<file path="src/rtl/lc3b_ir_pipe.sv">
// lc3b_ir_pipe: elastic IR buffer between fetch and decode.
// Holds DEPTH {instr, pc} entries and decodes the head entry.
//
// Ports:
//   clk, rst_n          clock, async active-low reset
//   flush               synchronous discard of all entries
//   in_valid/in_ready   fetch-side handshake
//   in_instr, in_pc     incoming instruction and its PC
//   out_valid/out_ready decode-side handshake
//   opcode, dest, src1, src2, ir_10_0
//                       head-word fields (bubble when empty)
//   out_pc              PC of the head entry (0 when empty)
//   count               number of occupied entries
module lc3b_ir_pipe #(
    parameter int unsigned INSTR_WIDTH = 16,
    parameter int unsigned PC_WIDTH    = 16,
    parameter int unsigned DEPTH       = 2,
    parameter logic [INSTR_WIDTH-1:0] BUBBLE_WORD = '0
) (
    input  logic                         clk,
    input  logic                         rst_n,
    input  logic                         flush,
    input  logic                         in_valid,
    output logic                         in_ready,
    input  logic [INSTR_WIDTH-1:0]       in_instr,
    input  logic [PC_WIDTH-1:0]          in_pc,
    output logic                         out_valid,
    input  logic                         out_ready,
    output logic [3:0]                   opcode,
    output logic [2:0]                   dest,
    output logic [2:0]                   src1,
    output logic [2:0]                   src2,
    output logic [10:0]                  ir_10_0,
    output logic [PC_WIDTH-1:0]          out_pc,
    output logic [$clog2(DEPTH+1)-1:0]   count
);

    localparam int unsigned CW = $clog2(DEPTH + 1);
    localparam int unsigned PW = (DEPTH > 1) ? $clog2(DEPTH) : 1;

    typedef struct packed {
        logic [INSTR_WIDTH-1:0] instr;
        logic [PC_WIDTH-1:0]    pc;
    } entry_t;

    entry_t         mem [DEPTH];
    logic [PW-1:0]  wp;
    logic [PW-1:0]  rp;
    logic           push;
    logic           pop;

    logic [INSTR_WIDTH-1:0] head_instr;
    logic [PC_WIDTH-1:0]    head_pc;

    // Pointers wrap explicitly so DEPTH need not be a power of 2.
    function automatic logic [PW-1:0] nxt(input logic [PW-1:0] p);
        if (p == PW'(DEPTH - 1)) begin
            return '0;
        end
        return p + 1'b1;
    endfunction

    // Handshake flags depend on state only; no path from out_ready.
    assign in_ready  = (count < CW'(DEPTH));
    assign out_valid = (count != '0);

    assign push = in_valid && in_ready && !flush;
    assign pop  = out_valid && out_ready && !flush;

    always_ff @(posedge clk or negedge rst_n) begin
        if (!rst_n) begin
            wp    <= '0;
            rp    <= '0;
            count <= '0;
            for (int i = 0; i < int'(DEPTH); i++) begin
                mem[i] <= '0;
            end
        end else if (flush) begin
            wp    <= '0;
            rp    <= '0;
            count <= '0;
        end else begin
            if (push) begin
                mem[wp] <= '{instr: in_instr, pc: in_pc};
                wp      <= nxt(wp);
            end
            if (pop) begin
                rp <= nxt(rp);
            end
            if (push && !pop) begin
                count <= count + 1'b1;
            end else if (pop && !push) begin
                count <= count - 1'b1;
            end
        end
    end

    // Empty buffer presents a NOP bubble with a zero PC.
    always_comb begin
        head_instr = BUBBLE_WORD;
        head_pc    = '0;
        if (out_valid) begin
            head_instr = mem[rp].instr;
            head_pc    = mem[rp].pc;
        end
    end

    assign opcode  = head_instr[15:12];
    assign dest    = head_instr[11:9];
    assign src1    = head_instr[8:6];
    assign src2    = head_instr[2:0];
    assign ir_10_0 = head_instr[10:0];
    assign out_pc  = head_pc;

endmodule

</file>
<file path="config.mk">
export PLATFORM = sky130hd
export DESIGN_NAME = lc3b_ir_pipe
export DESIGN_NICKNAME = d
export VERILOG_FILES = /design/src/rtl/lc3b_ir_pipe.sv
export SDC_FILE = /design/constraint.sdc
export NUM_CORES = 1
export LEC_CHECK = 0
export BUFFER_PORTS_ARGS = -buffer_cell sky130_fd_sc_hd__buf_2
export CAP_MARGIN = 30
export CORE_MARGIN = 2
export CORE_UTILIZATION = 34
export DETAILED_ROUTE_END_ITERATION = 10
export PLACE_DENSITY = 0.56
export SYNTH_ARGS = -nofsm -noshare
export SYNTH_HDL_FRONTEND = slang
export SYNTH_SLANG_ARGS = --single-unit
</file>
<file path="constraint.sdc">
create_clock -name clk -period 4.2 [get_ports clk]
set_input_delay 0.42 -clock clk [delete_from_list [all_inputs] [get_ports clk]]
set_output_delay 0.42 -clock clk [all_outputs]
set_load 0.02 [all_outputs]
</file>
* Word-level counts from Yosys, hierarchy flattened *
Index checks and enable logic that the tools add are counted.

operators by class
  add/subtract/negate cells = 4
  multiplexer cells = 25
  divide/modulo/power cells = 0
  shift-type cells = 0
  $mul = 0
  bitwise gates (word level) = 3
  equality and inequality tests = 0
  reduce and logical (&&, ||, !) cells = 15
  order comparisons = 4

operators with widths
  kind                                                                          count
  32-bit 2-to-1 mux                                                             4
  64-bit bitwise mux                                                            1
  32-bit demux with 1-bit select                                                1
  16-bit 2-to-1 mux                                                             2
  1-bit 2-to-1 mux                                                              14
  1-bit logical AND                                                             7
  2-bit 2-to-1 mux                                                              3
  2-bit nonzero test                                                            3
  2-bit greater-or-equal comparator, second input constant                      2
  1-bit inverter with 2-bit output                                              2
  1-bit logical NOT                                                             3
  3-bit nonzero test                                                            1
  1-bit adder, second input constant                                            2
  2-bit by 1-bit adder with 2-bit output, second input constant                 1
  2-bit by 1-bit less-than comparator with 1-bit output, second input constant  1
  2-bit less-than comparator, second input constant                             1
  2-bit AND reduction                                                           1
  2-bit by 1-bit subtractor with 2-bit output, second input constant            1
  1-bit inverter                                                                1

storage, ports and cells
  RAM bits = 0
  logic and storage cells = 58
  memories = 0
  register bits = 68
  output and inout bits = 44
  bits in latches = 0
  memory bits (read-only) = 0

* Longest topological paths before layout *
Gate-level depths: netlist of the first run.

  word-level depth = 8
  mapped depth = 5
  mapped depth without buffers = 3

* Worst setup path after synthesis of the first run *
OpenSTA, ideal clock, no wires.

  path type = register -> output
  start = register rp
  end = output ir_10_0[10]
  data arrival time = 1.463 ns
  required time = 3.780 ns
  buffers on the path = 3
  stages on the path, launching flop included = 6
  slack = 2.317 ns
  path through = dfrtp_1 -> clkbuf_1 -> buf_2 -> mux2i_1 -> nor2_1 -> buf_4

between the ends
  cells in the longest elaborated chain, start to end = 5

ends and longest elaborated chain
  item                                                    line  source
  from (decl)                                             48    logic [PW-1:0] rp;
  from (signal assigned)                                  88    rp <= nxt(rp);
  1-bit inverter with 2-bit output (implied by the code)  103   head_instr = mem[rp].instr;
  32-bit 2-to-1 mux (3 in series)                         n/a
  16-bit 2-to-1 mux                                       102   if (out_valid) begin
  to (decl)                                               33    output logic [10:0] ir_10_0,

No other way between the ends. The select of a mux whose other input is x is not followed.

* Final worst setup path of the first run *
  start = register count[1]
  end = register mem[19] in the netlist's numbering

between the ends
  cells in the longest elaborated chain, start to end = 4

ends and longest elaborated chain
  item                             line  source
  from (decl)                      35    output logic [$clog2(DEPTH+1)-1:0] count
  from (signal assigned)           91    count <= count + 1'b1;
  from (signal assigned)           93    count <= count - 1'b1;
  2-bit less-than comparator       64    assign in_ready = (count < CW'(DEPTH));
  1-bit logical AND (2 in series)  67    assign push = in_valid && in_ready && !flush;
  2-bit AND reduction (no line)    n/a
  to (signal, indexed assignment)  84    mem[wp] <= '{instr: in_instr, pc: in_pc};
  to (decl)                        46    entry_t mem [DEPTH];

No other way between the ends.
A chain may end at the register's enable or synchronous reset.

==> reports/metrics.cfg, run 1 <==
[die]
die_w_um=100.4
core-area_um2=9109
die_area_um2=10080
boundaryPins=81
start_util_pct=34.67
die_h_um=100.4
rows=35

[cts]
cts_setup_buffers=0
numCtsBuffers=9
insertion_delay_ns=0.33
numClockSinks=68
tritoncts=built
htreeDepth=3
hold_buffers=0
cts-root-buf=clkbuf_8
cts_buffer_depth=2
clkTransAtPathRegs_ns=0.07
cts_resized=0

[timing]
timing.hold.ws_ns=0.1452
rsz0062_at_grt=no
fin_tns_setup_ns=0
slew_headroom_pct=49.98
fin_crit_sh_pct=57.49
layout_min_cycle_time_ns=2.414
clock.fmax_mhz=414.2
fin_skew_ns=0.003809
slew_violations=0
tightest_slew_ns=0.7495
hold_viol=0
setup_viol=0

[yosys]
yosys-top-cells-area=dfrtp_1, mux2_2, mux2i_1, nor2_1, buf_4
synth_top_family_by_area=multiplexers
synthAdderAreaFrac_pct=0
yosys.area_share.simple_pct=6.181
synth_area_per_cell_um2=13.27
yosys_warnings=0
yosysTopAreaCell=dfrtp_1
synth_cell_types=19
synth_top_area_share_pct=53.88
ys_seq_area_share_pct=53.88
muxShareOfSynthArea_pct=33.28
syn_nets=275
ys_ff_latch=68
syn_area_um2=3158
synth-compound-area-share_pct=0.8716
synth_xor_area_share_pct=0.5547
synthCells=238

[grt]
antenna_found_initial=0
track_usage_pct=13.27
grt_pass1_vias=1987
grt-ovfl-total=0
grt_first_pass_wirelength_um=10060
grt_max_degree=37

[power]
ir_drop_mv=0.1387
pwr_density_cell_nw_per_um2=502.8
power_leakage_nw=1.744

[run]
drv_cap=0

[setup_path]
crit_path_end_kind=register
path_max_fanout=20
crit_family=simple AND/OR/NAND/NOR gates
crit_chain=nand2b_1, nor3b_4, buf_4, mux2_2
cp_data_required_time_ns=4.42
cpMaxStageDelayCell=nor3b_4
critPathKind=reg -> reg
cpPeakStageDelay_ns=0.71
start_kind=register
crit_arrival_ns=2.63
path_buf_inv=1

[place]
place.gp.congestion=0.6849
io_buffers=80
hpwlAfterDp_um=4303

[layout]
fill_cells=910
final_common_cell=buf_2
final_util_pct=41.46
n_antenna_cell=0
area_delta_synth_final_pct=19.57
final_cell_mix=buf_2, dfrtp_1, mux2_2
nNetsFinal=349
drive_gt1_share_pct=51.43

[run_status]
status=finished, final reports clean

[routing]
wire_per_inst_um=14.72
drc_errors=0
routed_wirelength_um=6271
first_iter_violations=44
viasPerCell=4.667
antenna_left=0
drt-pass1-iter-count=4
vias=1988

[worst_hold_path]
hold_path.class=in -> async

-- power breakdown --
part	internal [mW]	leakage [nW]	switching, mW	total (mW)
Combinational	0.252	0.838	0.236	0.488
Sequential	0.837	0.812	0.0948	0.932
Clock	0.254	0.0941	0.224	0.478
Total	1.34	1.74	0.555	1.90
-- sequential cells by signal (all words and copies together) (netlist names) --
| register | count |
|---|---|
| count | 2 |
| rp | 1 |
| wp | 1 |
| mem | 64 |
-- metrics by stage --
stage,worst slack (ns),power [mW],instance area (um2),cells
2_1_floorplan,2.317,1.299,3158,238
5_1_grt,1.655,2.028,3776,426
6_report,1.786,1.899,3776,426
4_1_cts,1.741,1.931,3776,426
3_5_place_dp,1.767,1.445,3601,412
3_3_place_gp,1.822,1.423,3573,411
-- synthesized netlist by cell type, drive strengths merged --
cell	count
dfrtp	68
mux2	64
nor2	35
mux2i	33
buf	18
clkbuf	4
a21oi	2
inv	2
nand2b	2
nor2b	2
o21ai	2
xor2	2
a21o	1
nand2	1
nor3	1
nor3b	1
-- per-layer routing --
metal,GRT usage (%),routed length [um]
met5,0,0
met4,6.322,104
met3,3.134,250
met2,20.39,3033
met1,17.70,2882
-- area by class of cell --
class	count	area (um2)	share of cell area [%]
clock buffer	12	165.2	4.374
clock inverter	2	10.01	0.2651
inverter	2	7.507	0.1988
multi-input combinational	146	1294	34.26
sequential	68	1703	45.10
tap	111	138.9	3.678
timing repair buffer	85	457.9	12.13
-- final timing paths --
path | start | endpoint | slack (ns) | depth (start not counted)
max | count[1]$_DFFE_PN0P_ | mem[19]$_DFFE_PN0P_ | 1.79 | 4
min | rst_n | mem[24]$_DFFE_PN0P_ | 0.15 | 1
max reg2reg | count[1]$_DFFE_PN0P_ | mem[19]$_DFFE_PN0P_ | 1.79 | 4
min reg2reg | mem[17]$_DFFE_PN0P_ | mem[17]$_DFFE_PN0P_ | 0.49 | 1
max in group asynchronous | rst_n | mem[58]$_DFFE_PN0P_ | 3.11 | 2
min in group clk | in_pc[3] | mem[3]$_DFFE_PN0P_ | 0.32 | 2
-- worst register-to-register path, delay by kind of cell (launching register included) --
kind	cells	cell delay (ns)
buf+inv	1	0.43
simple gates	2	1.04
flops	1	0.45
mux	1	0.38
-- logic make-up (layout without fill, tap and decap cells) --
group                     after synthesis  in the layout
AOI/OAI and AO/OA                       5              5
buffers and inverters                  24            101
xor gates and xnor gates                2              2
muxes                                  97             97
and+or+nand+nor                        42             42
DFF                                    68             68
No activity file was read; power rests on OpenSTA's default activity.
==> run 2: changes to the inputs <==
--- a/config.mk
+++ b/config.mk
@@ -10,7 +10,7 @@
 export CORE_MARGIN = 2
 export CORE_UTILIZATION = 34
 export DETAILED_ROUTE_END_ITERATION = 10
-export PLACE_DENSITY = 0.56
+export PLACE_DENSITY = 0.58
 export SYNTH_ARGS = -nofsm -noshare
 export SYNTH_HDL_FRONTEND = slang
 export SYNTH_SLANG_ARGS = --single-unit
==> constraint.sdc (replaced) <==
create_clock -name clk -period 2 [get_ports clk]
set_input_delay 0.2 -clock clk [delete_from_list [all_inputs] [get_ports clk]]
set_output_delay 0.2 -clock clk [all_outputs]
set_load 0.02 [all_outputs]
==> reports/metrics.cfg, run 2 (synthesized netlist as in run 1, its figures left out) <==
[setup_path]
crit_path_end_kind=register
crit_arrival_ns=2.06
reg2reg_slack_ns=0.16
critPathKind=reg -> reg
rr_endpoint=mem[26]$_DFFE_PN0P_
rr_startpoint=count[1]$_DFFE_PN0P_
path_max_fanout=19
cp_data_required_time_ns=2.22
r2r_cells=4
start_kind=register

[grt]
grt_first_pass_wirelength_um=10070
grt_pass1_vias=2060
antenna_found_initial=0
grt-ovfl-total=0
grt_max_degree=39
track_usage_pct=13.25

[worst_hold_path]
min_path_cells=2
holdPathEnd=mem[1]$_DFFE_PN0P_
hp-start=in_pc[1]
hold_path.class=in -> reg

[timing]
layout_min_cycle_time_ns=1.841
hold_viol=0
tightest_slew_ns=0.5113
fin_tns_setup_ns=0
fin_skew_ns=0.008044
fin_crit_sh_pct=92.04
clock.fmax_mhz=543.2
rsz0062_at_grt=no
slew_violations=0
slew_headroom_pct=65.92
setup_viol=0

[cts]
cts_buffer_depth=2
numCtsBuffers=9
clkTransAtPathRegs_ns=0.07
htreeDepth=3
cts-root-buf=clkbuf_8
tritoncts=built
numClockSinks=68
cts_setup_buffers=0
insertion_delay_ns=0.34

[routing]
first_iter_violations=54
drc_errors=0
antenna_left=0
drt-pass1-iter-count=4
viasPerCell=4.674
wire_per_inst_um=14.56
vias=2024
routed_wirelength_um=6303

[layout]
reg.largest.list=mem (64), count (2)
final_cell_mix=buf_2, dfrtp_1, mux2_2
final_util_pct=42.03
final_common_cell=buf_2
postLayoutCellArea_um2=3829
nNetsFinal=354
n_antenna_cell=0
regMostFlops=mem
drive_gt1_share_pct=51.86
largest_reg_flops=64
area_delta_synth_final_pct=21.24

[place]
hpwlAfterDp_um=4238
dpl_cell_area_um2=3636
place.gp.congestion=0.7092
io_buffers=80

[die]
boundaryPins=81
die_h_um=100.4
rows=35
die_area_um2=10080
core-area_um2=9109
start_util_pct=34.67
die_w_um=100.4

[power]
power_switching_mw=1.203
power_frac_comb_pct=25.7
pwr-share-clk_pct=26.4
ir_drop_mv=0.4934
pwr-share-seq_pct=47.8
pwr_density_cell_nw_per_um2=1061
power_leakage_nw=1.775
internal_power_mw=2.861
p_sw_share_pct=29.59

[run_status]
status=finished, final reports clean

[run]
drv_cap=0

==> run 2: through the flow <==
step           instances  hold WS, ns  power [mW]  setup WS (ns)
4_1_cts              433      0.08138       4.135         0.1501
5_1_grt              433      0.08193       4.337        0.07269
3_3_place_gp         416       0.2114       3.000         0.2192
6_report             433      0.09697       4.064         0.1591
2_1_floorplan        238     -0.09559       2.729         0.2601
3_5_place_dp         416       0.2068       3.038         0.1642
==> run 2: worst max-delay path by stage <==
stage | from | to | depth (start not counted)
4_1_cts | count[1]$_DFFE_PN0P_ | mem[5]$_DFFE_PN0P_ | 4
5_1_grt | count[1]$_DFFE_PN0P_ | mem[26]$_DFFE_PN0P_ | 4
2_1_floorplan | count[1]$_DFFE_PN0P_ | mem[0]$_DFFE_PN0P_ | 5
6_report | count[1]$_DFFE_PN0P_ | mem[26]$_DFFE_PN0P_ | 4
3_3_place_gp | count[1]$_DFFE_PN0P_ | mem[19]$_DFFE_PN0P_ | 4
3_5_place_dp | count[1]$_DFFE_PN0P_ | mem[21]$_DFFE_PN0P_ | 4
==> run 2: routing by layer <==
metal,up-vias,wire length [um],global-route usage [%]
li1,965,-,-
met1,1005,2783,16.52
met2,47,3185,21.79
met3,7,272,2.994
met4,0,62,6.322
met5,-,0,0
==> run 2: worst max-delay path: stages (launching register included) <==
cell	delay, ns
dfrtp_1	0.45
nand2b_1	0.32
nor3b_4	0.26
buf_4	0.31
mux2_2	0.37
==> run 2: cell type report <==
type	count	area (um2)
clock inverters	6	55.05
inverters	2	7.507
multi-input cells	146	1294
flip-flops and latches	68	1703
repair buffers	90	503.0
clock buffers	10	127.6
fillers	889	5280
well taps	111	138.9
==> run 2: power groups by stage <==
stage | clock (mW) | combinational (mW) | sequential (mW)
2_1_floorplan | 0 | 0.808 | 1.92
3_3_place_gp | 0 | 1.04 | 1.96
3_5_place_dp | 0 | 1.06 | 1.97
4_1_cts | 1.12 | 1.07 | 1.95
5_1_grt | 1.18 | 1.15 | 2.00
6_report | 1.07 | 1.05 | 1.94
==> run 2: timing repair <==
item	4_1_cts	5_1_grt
resized for setup	0	0
hold buffers	1	0
endpoints found under the hold margin	20	0
==> run 3: changes to the inputs <==
--- a/config.mk
+++ b/config.mk
@@ -5,12 +5,14 @@
 export SDC_FILE = /design/constraint.sdc
 export NUM_CORES = 1
 export LEC_CHECK = 0
+export ABC_AREA = 1
 export BUFFER_PORTS_ARGS = -buffer_cell sky130_fd_sc_hd__buf_2
 export CAP_MARGIN = 30
 export CORE_MARGIN = 2
 export CORE_UTILIZATION = 34
 export DETAILED_ROUTE_END_ITERATION = 10
 export PLACE_DENSITY = 0.58
+export RECOVER_POWER = 50
 export SYNTH_ARGS = -nofsm -noshare
 export SYNTH_HDL_FRONTEND = slang
 export SYNTH_SLANG_ARGS = --single-unit
==> reports/metrics.cfg, run 3 <==
[run_status]
status=finished, final reports clean

[grt]
grt_pass1_vias=2626
grt-ovfl-total=0
grt_max_degree=65
antenna_found_initial=0
track_usage_pct=14.82
grt_first_pass_wirelength_um=12050

[cts]
numCtsBuffers=9
clkTransAtPathRegs_ns=0.08
tritoncts=built
cts-root-buf=clkbuf_8
insertion_delay_ns=0.33
cts_buffer_depth=2
cts_setup_buffers=0
htreeDepth=3
numClockSinks=68

[yosys]
synth_edf_count=0
yosysTopAreaCell=dfrtp_1
yosysMostFrequentCell=nand2_1
yosys_warnings=0
synthFlopType=dfrtp_1
synth_area_per_cell_um2=8.389
synthCells=386
yosys-top-cells-area=dfrtp_1, nand2_1, o21ai_2, a21oi_1, inv_1
ys_seq_area_share_pct=52.55
syn_area_um2=3238
synth_top_area_share_pct=52.55
synthArstFlopShare_pct=100.0
syn_nets=423
ys_ff_latch=68
synth_common_cells=nand2_1, dfrtp_1, inv_1
synth_cell_types=20

[worst_hold_path]
hold_path.class=in -> reg

[timing]
fin_skew_ns=0.007837
slew_violations=0
fin_crit_sh_pct=90.00
clock.fmax_mhz=555.6
tightest_slew_ns=0.7837
timing.hold.ws_ns=0.1202
hold_viol=0
layout_min_cycle_time_ns=1.800
setup_viol=0
slew_headroom_pct=47.76
worst_slack_ns=0.2000
rsz0062_at_grt=no
fin_tns_setup_ns=0

[die]
die_w_um=101.6
die_area_um2=10320
boundaryPins=81
start_util_pct=35.04
die_h_um=101.6
core-area_um2=9240
rows=35

[layout]
area_delta_synth_final_pct=18.70
reg.largest.list=mem (64), count (2)
drive_gt1_share_pct=25.49
nNetsFinal=491
postLayoutCellArea_um2=3844
largest_reg_flops=64
regMostFlops=mem
stdcell_count=588
final_util_pct=41.60
final_common_cell=nand2_1
final_cell_mix=nand2_1, buf_2, dfrtp_1
n_antenna_cell=0

[place]
place.gp.congestion=0.8164
dpl_cell_area_um2=3677
io_buffers=80
hpwlAfterDp_um=4792
place_inst=571
pre_cts_ws_ns=0.5206

[power]
pwr_density_cell_nw_per_um2=1169
ir_drop_mv=0.3413
power_mw=4.494
power_leakage_nw=2.051

[routing]
routed_wirelength_um=7307
antenna_left=0
drt-pass1-iter-count=4
vias=2615
drc_errors=0
wire_per_inst_um=12.43
first_iter_violations=124
viasPerCell=4.447

[setup_path]
start_kind=register
critPathKind=reg -> out
crit_chain=clkinv_1, buf_12, nand2_1, a21oi_1, buf_2
path_max_fanout=25
crit_path_end_kind=primary output
cpPeakStageDelay_ns=0.38
cpMaxStageDelayCell=dfrtp_1
crit_arrival_ns=1.60
cp_data_required_time_ns=1.80

[run]
drv_cap=0

## run 3: layout make-up
type	instances	area [um2]
clock buffers	11	141.4
inverters	38	142.6
multi-input cells	249	1156
flip-flops and latches	68	1702
well taps	129	161.4
fillers	951	5396
repair buffers	88	465.4
clock inverters	5	75.07
## run 3: routing by layer
layer  part of all wire [%]  wire [um]  global-route usage, %
met5                      0          0                      0
met3                    2.9        214                  2.139
met2                     49       3580                  23.79
met1                     47       3464                  20.15
met4                   0.64         47                  6.029
## run 3: power by group
part	internal, mW	switching (mW)	total (mW)
sequential	1.81	0.227	2.04
combinational	0.447	0.783	1.23
clock	0.731	0.493	1.22
total	2.99	1.50	4.49
## run 3: cell families after synthesis
kind of cell	synth area share, %
AOI/OAI and AO/OA	18.12
and+or+nand+nor	18.51
DFF	52.55
buffers and inverters	10.82
## run 3: timing repair
action | in CTS | in global routing
endpoints found under the hold margin | 26 | 0
hold buffers | 1 | 0
resized for setup | 0 | 0
endpoints found under the setup margin | 0 | 0
## run 3: final timing paths
path | slack, ns | from | cells after the start | end
worst max-delay path | 0.20 | rp$_DFFE_PN0P_ | 5 | out_pc[0]
min in group asynchronous | 0.45 | rst_n | 2 | mem[18]$_DFFE_PN0P_
worst min register to register | 0.48 | mem[33]$_DFFE_PN0P_ | 2 | mem[33]$_DFFE_PN0P_
max in group asynchronous | 0.45 | rst_n | 3 | mem[2]$_DFFE_PN0P_
worst min-delay path | 0.12 | in_instr[7] | 3 | mem[55]$_DFFE_PN0P_
worst max register to register | 0.26 | count[1]$_DFFE_PN0P_ | 6 | mem[51]$_DFFE_PN0P_
## run 3: critical path, delay by kind of cell, from the launching register on
family / cells / cell delay (ns)
and+or+nand+nor: 1 / 0.07
AOI/OAI and AO/OA: 1 / 0.20
buffers and inverters: 3 / 0.63
DFF: 1 / 0.38
